==> src/rtl/instr_encoder_pkg.sv <==
// Shared definitions for the RV32I instruction encoder: class codes, major opcodes, helpers.
package instr_encoder_pkg;

  typedef enum logic [3:0] {
    CLS_OP     = 4'd0,
    CLS_OP_IMM = 4'd1,
    CLS_LOAD   = 4'd2,
    CLS_STORE  = 4'd3,
    CLS_BRANCH = 4'd4,
    CLS_JAL    = 4'd5,
    CLS_JALR   = 4'd6,
    CLS_LUI    = 4'd7,
    CLS_AUIPC  = 4'd8
  } enc_class_t;

  localparam logic [6:0] OPC_OP     = 7'b0110011;
  localparam logic [6:0] OPC_OP_IMM = 7'b0010011;
  localparam logic [6:0] OPC_LOAD   = 7'b0000011;
  localparam logic [6:0] OPC_STORE  = 7'b0100011;
  localparam logic [6:0] OPC_BRANCH = 7'b1100011;
  localparam logic [6:0] OPC_JAL    = 7'b1101111;
  localparam logic [6:0] OPC_JALR   = 7'b1100111;
  localparam logic [6:0] OPC_LUI    = 7'b0110111;
  localparam logic [6:0] OPC_AUIPC  = 7'b0010111;

  localparam logic [31:0] NOP_INSTR = 32'h0000_0013;

  function automatic logic is_known_class(input logic [3:0] cls);
    return cls <= 4'(CLS_AUIPC);
  endfunction

  // SLLI/SRLI/SRAI use a 5-bit shamt instead of a 12-bit immediate
  function automatic logic is_shift(input logic [2:0] funct3);
    return (funct3 == 3'b001) || (funct3 == 3'b101);
  endfunction

endpackage

==> src/rtl/instr_encoder_imm_range_check.sv <==
// Combinational immediate legality check (class + funct3 + imm -> err).
// Only instantiated when ENC_RANGE_CHECK_EN is defined.
module imm_range_check
  import instr_encoder_pkg::*;
(
  input  logic [3:0]  cls,
  input  logic [2:0]  funct3,
  input  logic [31:0] imm,
  output logic        err
);

  // True when v is a sign-extended n-bit two's complement value
  function automatic logic fits_signed(input logic [31:0] v, input int unsigned n);
    logic [31:0] hi;
    hi = 32'hFFFF_FFFF << (n - 1);
    return ((v & hi) == 32'd0) || ((v & hi) == hi);
  endfunction

  always_comb begin
    err = 1'b0;
    case (cls)
      CLS_OP_IMM: begin
        if (is_shift(funct3))
          err = (imm[31:5] != '0);
        else if (funct3 == 3'b011)
          err = (imm[31:12] != '0);
        else
          err = !fits_signed(imm, 12);
      end
      CLS_LOAD: begin
        if ((funct3 == 3'b100) || (funct3 == 3'b101))
          err = (imm[31:12] != '0);
        else
          err = !fits_signed(imm, 12);
      end
      CLS_JALR, CLS_STORE: err = !fits_signed(imm, 12);
      CLS_BRANCH: begin
        if ((funct3 == 3'b110) || (funct3 == 3'b111))
          err = (imm[31:13] != '0) || imm[0];
        else
          err = !fits_signed(imm, 13) || imm[0];
      end
      CLS_JAL:             err = !fits_signed(imm, 21) || imm[0];
      CLS_LUI, CLS_AUIPC:  err = (imm[11:0] != '0);
      default:             err = 1'b0;
    endcase
  end

endmodule

==> src/rtl/instr_encoder.sv <==
// Streaming RV32I encoder: decoded fields in, packed instruction words out, 2-stage pipeline.
// Optional immediate range checking is enabled by defining ENC_RANGE_CHECK_EN.
module instr_encoder
  import instr_encoder_pkg::*;
#(
  parameter int CNT_W = 16
) (
  input  logic             clk,
  input  logic             reset,
  input  logic             in_valid,
  output logic             in_ready,
  input  logic [3:0]       in_class,
  input  logic [2:0]       in_funct3,
  input  logic             in_alt,
  input  logic [4:0]       in_rd,
  input  logic [4:0]       in_rs1,
  input  logic [4:0]       in_rs2,
  input  logic [31:0]      in_imm,
  output logic             out_valid,
  input  logic             out_ready,
  output logic [31:0]      out_instr,
  output logic             out_err,
  output logic [CNT_W-1:0] enc_count,
  output logic [CNT_W-1:0] err_count
);

  logic        s1_valid_reg, s2_valid_reg;
  logic [3:0]  s1_class_reg;
  logic [2:0]  s1_funct3_reg;
  logic        s1_alt_reg, s1_err_reg;
  logic [4:0]  s1_rd_reg, s1_rs1_reg, s1_rs2_reg;
  logic [31:0] s1_imm_reg;
  logic [31:0] out_instr_reg;
  logic        out_err_reg;
  logic [31:0] pack_word;
  logic        range_err;
  logic        s1_adv, s2_adv, handshake;

  assign s2_adv    = !s2_valid_reg || out_ready;
  assign s1_adv    = !s1_valid_reg || s2_adv;
  assign in_ready  = s1_adv;
  assign handshake = s2_valid_reg && out_ready;

`ifdef ENC_RANGE_CHECK_EN
  imm_range_check u_range_check (
    .cls    (in_class),
    .funct3 (in_funct3),
    .imm    (in_imm),
    .err    (range_err)
  );
`else
  assign range_err = 1'b0;
`endif

  always_ff @(posedge clk) begin
    if (reset) begin
      s1_valid_reg <= 1'b0;
    end else if (s1_adv) begin
      s1_valid_reg <= in_valid;
      if (in_valid) begin
        s1_class_reg  <= in_class;
        s1_funct3_reg <= in_funct3;
        s1_alt_reg    <= in_alt;
        s1_rd_reg     <= in_rd;
        s1_rs1_reg    <= in_rs1;
        s1_rs2_reg    <= in_rs2;
        s1_imm_reg    <= in_imm;
        s1_err_reg    <= range_err || !is_known_class(in_class);
      end
    end
  end

  always_comb begin
    pack_word = NOP_INSTR;
    case (s1_class_reg)
      CLS_OP:
        pack_word = {(s1_alt_reg ? 7'h20 : 7'h00), s1_rs2_reg, s1_rs1_reg,
                     s1_funct3_reg, s1_rd_reg, OPC_OP};
      CLS_OP_IMM: begin
        if (is_shift(s1_funct3_reg))
          pack_word = {1'b0, s1_alt_reg, 5'b0, s1_imm_reg[4:0], s1_rs1_reg,
                       s1_funct3_reg, s1_rd_reg, OPC_OP_IMM};
        else
          pack_word = {s1_imm_reg[11:0], s1_rs1_reg, s1_funct3_reg, s1_rd_reg, OPC_OP_IMM};
      end
      CLS_LOAD:
        pack_word = {s1_imm_reg[11:0], s1_rs1_reg, s1_funct3_reg, s1_rd_reg, OPC_LOAD};
      CLS_JALR:
        pack_word = {s1_imm_reg[11:0], s1_rs1_reg, s1_funct3_reg, s1_rd_reg, OPC_JALR};
      CLS_STORE:
        pack_word = {s1_imm_reg[11:5], s1_rs2_reg, s1_rs1_reg, s1_funct3_reg,
                     s1_imm_reg[4:0], OPC_STORE};
      CLS_BRANCH:
        pack_word = {s1_imm_reg[12], s1_imm_reg[10:5], s1_rs2_reg, s1_rs1_reg,
                     s1_funct3_reg, s1_imm_reg[4:1], s1_imm_reg[11], OPC_BRANCH};
      CLS_JAL:
        pack_word = {s1_imm_reg[20], s1_imm_reg[10:1], s1_imm_reg[11],
                     s1_imm_reg[19:12], s1_rd_reg, OPC_JAL};
      CLS_LUI:   pack_word = {s1_imm_reg[31:12], s1_rd_reg, OPC_LUI};
      CLS_AUIPC: pack_word = {s1_imm_reg[31:12], s1_rd_reg, OPC_AUIPC};
      default:   pack_word = NOP_INSTR;
    endcase
  end

  // Output registers only load when a word moves in, so a stalled word stays stable
  always_ff @(posedge clk) begin
    if (reset) begin
      s2_valid_reg  <= 1'b0;
      out_instr_reg <= '0;
      out_err_reg   <= 1'b0;
    end else if (s2_adv) begin
      s2_valid_reg <= s1_valid_reg;
      if (s1_valid_reg) begin
        out_instr_reg <= pack_word;
        out_err_reg   <= s1_err_reg;
      end
    end
  end

  assign out_valid = s2_valid_reg;
  assign out_instr = out_instr_reg;
  assign out_err   = out_err_reg;

  logic [1:0]            cnt_inc;
  logic [1:0][CNT_W-1:0] cnt_bus;

  assign cnt_inc[0] = handshake;
  assign cnt_inc[1] = handshake && out_err_reg;

  generate
    for (genvar gi = 0; gi < 2; gi++) begin : g_cnt
      logic [CNT_W-1:0] cnt_reg;
      always_ff @(posedge clk) begin
        if (reset)
          cnt_reg <= '0;
        else if (cnt_inc[gi] && (cnt_reg != {CNT_W{1'b1}}))
          cnt_reg <= cnt_reg + CNT_W'(1);
      end
      assign cnt_bus[gi] = cnt_reg;
    end
  endgenerate

  assign enc_count = cnt_bus[0];
  assign err_count = cnt_bus[1];

endmodule

==> config.mk <==
export PLATFORM = sky130hd
export DESIGN_NAME = instr_encoder
export DESIGN_NICKNAME = d
export VERILOG_FILES = /design/src/rtl/instr_encoder_pkg.sv /design/src/rtl/instr_encoder_imm_range_check.sv /design/src/rtl/instr_encoder.sv
export SDC_FILE = /design/constraint.sdc
export NUM_CORES = 1
export LEC_CHECK = 0
export CORE_MARGIN = 4
export CORE_UTILIZATION = 53
export DETAILED_ROUTE_END_ITERATION = 12
export MAX_ROUTING_LAYER = met4
export PLACE_DENSITY_LB_ADDON = 0.2
export SYNTH_ARGS = -nofsm -noshare
export SYNTH_HDL_FRONTEND = slang
export SYNTH_SLANG_ARGS = --single-unit
==> constraint.sdc <==
create_clock -name clk -period 4.6 [get_ports clk]
set_input_delay 0.92 -clock clk [delete_from_list [all_inputs] [get_ports clk]]
set_output_delay 0.92 -clock clk [all_outputs]
set_load 0.02 [all_outputs]
==> results.ini <==
[status]
outcome=completed

[critical_path]
r2r_slack_ns=1.87
path_common_cell=clkdlybuf4s50_1
worst_path_max_delay_cell=clkdlybuf4s50_1
critPathMaxStageDelay_ns=0.57
path_cells=clkdlybuf4s50_1 > nor2b_1 > nand2_1 > clkdlybuf4s50_1
worstSetupPathType=input pin to primary output
startpoint_type=input pin
cp-end-kind=primary output
crit_required_ns=3.68
arrival_ns=2.54
worstPathMaxFanout=7

[drt]
drcViolationCount=0
via_count=4456
detail-route-antenna-nets=0
dr.pass1.iters=5
drt_iter0_markers=373
routed_via_density=6.022
drt_wl_total_mm=13.05
wl_per_cell_microns=17.63

[synthesis]
netlist_area_sq_um=5241
synth_cells=474
yosysMostFrequentCell=dfxtp_1
synth_seq_cells=122
synthTopCellsByArea=edfxtp_1, dfxtp_1, a21oi_1, nand2_1, a22oi_1
yosysTopAreaCell=edfxtp_1
avgSynthCellArea_sq_um=11.06
synth-async-reset-ratio_pct=0
synth_ff_type=dfxtp_1
synthesis.nets=535
yosysSeqAreaShare_pct=57.29
yosys-top-cells-count=dfxtp_1, edfxtp_1, nand2_1
synth_top_area_share_pct=32.08
synth_cell_types=61
synth_warnings=0
synth_edf_count=56

[global_route]
grt_use_met2_pct=40.13
busiest_layer=met2
overflow=0
grtUsageMet1_pct=27.44
use_met3_pct=4.499
grt_pass1_wl_mm=20.96
grt_max_degree=50
antenna_found_initial=0
grt_pass1_vias=4348
globalRouteTotalUtil_pct=23.58

[die]
die_w_microns=107.4
fp.dieH_microns=107.4
rows=36
io-pin-count=126
dieArea_sq_um=11540
initial_core_util_pct=54.12
fp.coreArea_sq_um=9684

[power_and_ir_drop]
p_int_w=0.002037
peakVddDrop_uv=234.7
p_sw_share_pct=22.98
power_density_nw_per_um2=371.7
p_sw_w=0.0006077
p_seq_share_pct=45.5
power_frac_comb_pct=6.7
p_leak_nw=2.357
power_frac_clock_pct=47.8

[finish]
final_area_sq_um=7117
final_util_pct=73.49
area_growth_pct=35.78
num_antenna_cells=0
drive_gt1_share_pct=9.061
final_nets=655
largest_reg_flops=32
num-fill-cells=697

[clocking]
clk-insertion-delay-late_ns=0.51
cts_root_buf=clkbuf_8
cts_buffer_depth=2
post_cts_buffers=0
cts.sinks=122
htreeDepth=4
cts-hold-fix-buffers=0
cts_tree=yes
ctsResizeCount=0
cts_buffers=17
clkTransAtPathRegs_ns=0.06

[placement]
place_area_sq_um=6550
pre_cts_ws_ns=1.152
dp_hpwl_mm=8.989
port_buffers=125
place_congestion=0.8664

[sta]
worst_pin_slew_ns=1.032
finalHoldViolCount=0
clock-skew-final_ns=0.009483
min_period_ns=3.458
slew_headroom_pct=31.19
rsz0062_at_grt=false
final.setup.tns_ns=0
fin_crit_sh_pct=75.18
max_freq_mhz=289.1
drv_slew=0
setup_viol=0
setup_ws_ns=1.142

[worst_hold_path]
min_path_type=flop to flop

[flow_run]
maxCapViolCount=0

==> final timing paths <==
kind                                      start             to  depth (start not counted)
worst min register to register    out_instr[28]  out_instr[28]                          2
worst max register to register  s1_class_reg[3]  out_instr[31]                          3
worst max-delay path                  out_ready       in_ready                          4
worst min-delay path              out_instr[28]  out_instr[28]                          2
==> per-layer routing <==
| metal | vias up | share of wire, % |
|---|---|---|
| met2 | 181 | 52 |
| met3 | 17 | 6.5 |
| met5 | - | 0 |
| met1 | 2149 | 40 |
| met4 | 0 | 1.4 |
| li1 | 2109 | - |
==> through the flow <==
stage               cells  hold WS (ns)  total power (W)
finish                740        0.4486         0.002645
global route          740        0.4809         0.002719
global placement      708        0.4402         0.001396
floorplan             474        0.4713         0.001304
CTS                   740        0.4544         0.002658
detailed placement    708        0.4413         0.001402
==> power by group through the flow <==
stage                logic, W  clock network (W)  registers, W
detailed placement   0.000177                  0       0.00123
global route         0.000191            0.00132       0.00121
CTS                  0.000178            0.00128       0.00120
global placement     0.000172                  0       0.00122
floorplan           0.0000806                  0       0.00122
finish               0.000177            0.00126       0.00120
==> final cells by class <==
type | instances | area [sq um] | share of cell area, %
clock inverter | 14 | 148.9 | 2.092
timing repair buffer | 128 | 1269 | 17.83
tap | 133 | 166.4 | 2.338
sequential | 122 | 3003 | 42.19
inverter | 9 | 33.78 | 0.4747
clock buffer | 18 | 417.9 | 5.872
multi-input combinational | 316 | 2078 | 29.20
==> cell usage in the layout (no fill, tap or decap), types with 10 or more instances in the layout <==
| cell | Yosys | layout |
|---|---|---|
| a21oi_1 | 37 | 36 |
| a221oi_1 | 10 | 10 |
| a22oi_1 | 17 | 17 |
| clkbuf_16 | 0 | 16 |
| clkdlybuf4s50_1 | 0 | 124 |
| dfxtp_1 | 66 | 66 |
| edfxtp_1 | 56 | 56 |
| nand2_1 | 38 | 38 |
| nand3_1 | 12 | 12 |
| nor2_1 | 24 | 24 |
| o21ai_0 | 21 | 21 |
| o31ai_1 | 10 | 10 |
| or3_1 | 10 | 10 |
==> critical path, delay by kind of cell <==
kind / cells / cell delay (ns)
buf+inv: 2 / 1.10
simple gates: 2 / 0.52
==> logic make-up after synthesis <==
family                   Yosys count  synth area share [%]
XOR/XNOR                           1                0.1671
buffers and inverters             36                 3.151
AND/OR/NAND/NOR                  152                 16.45
AO/OA/AOI/OAI                    148                 19.60
adder cells (fa/ha/maj)            2                0.4774
flip-flops                       122                 57.29
multiplexers                      13                 2.865
Note: power is estimated with default switching activity, not from simulation.
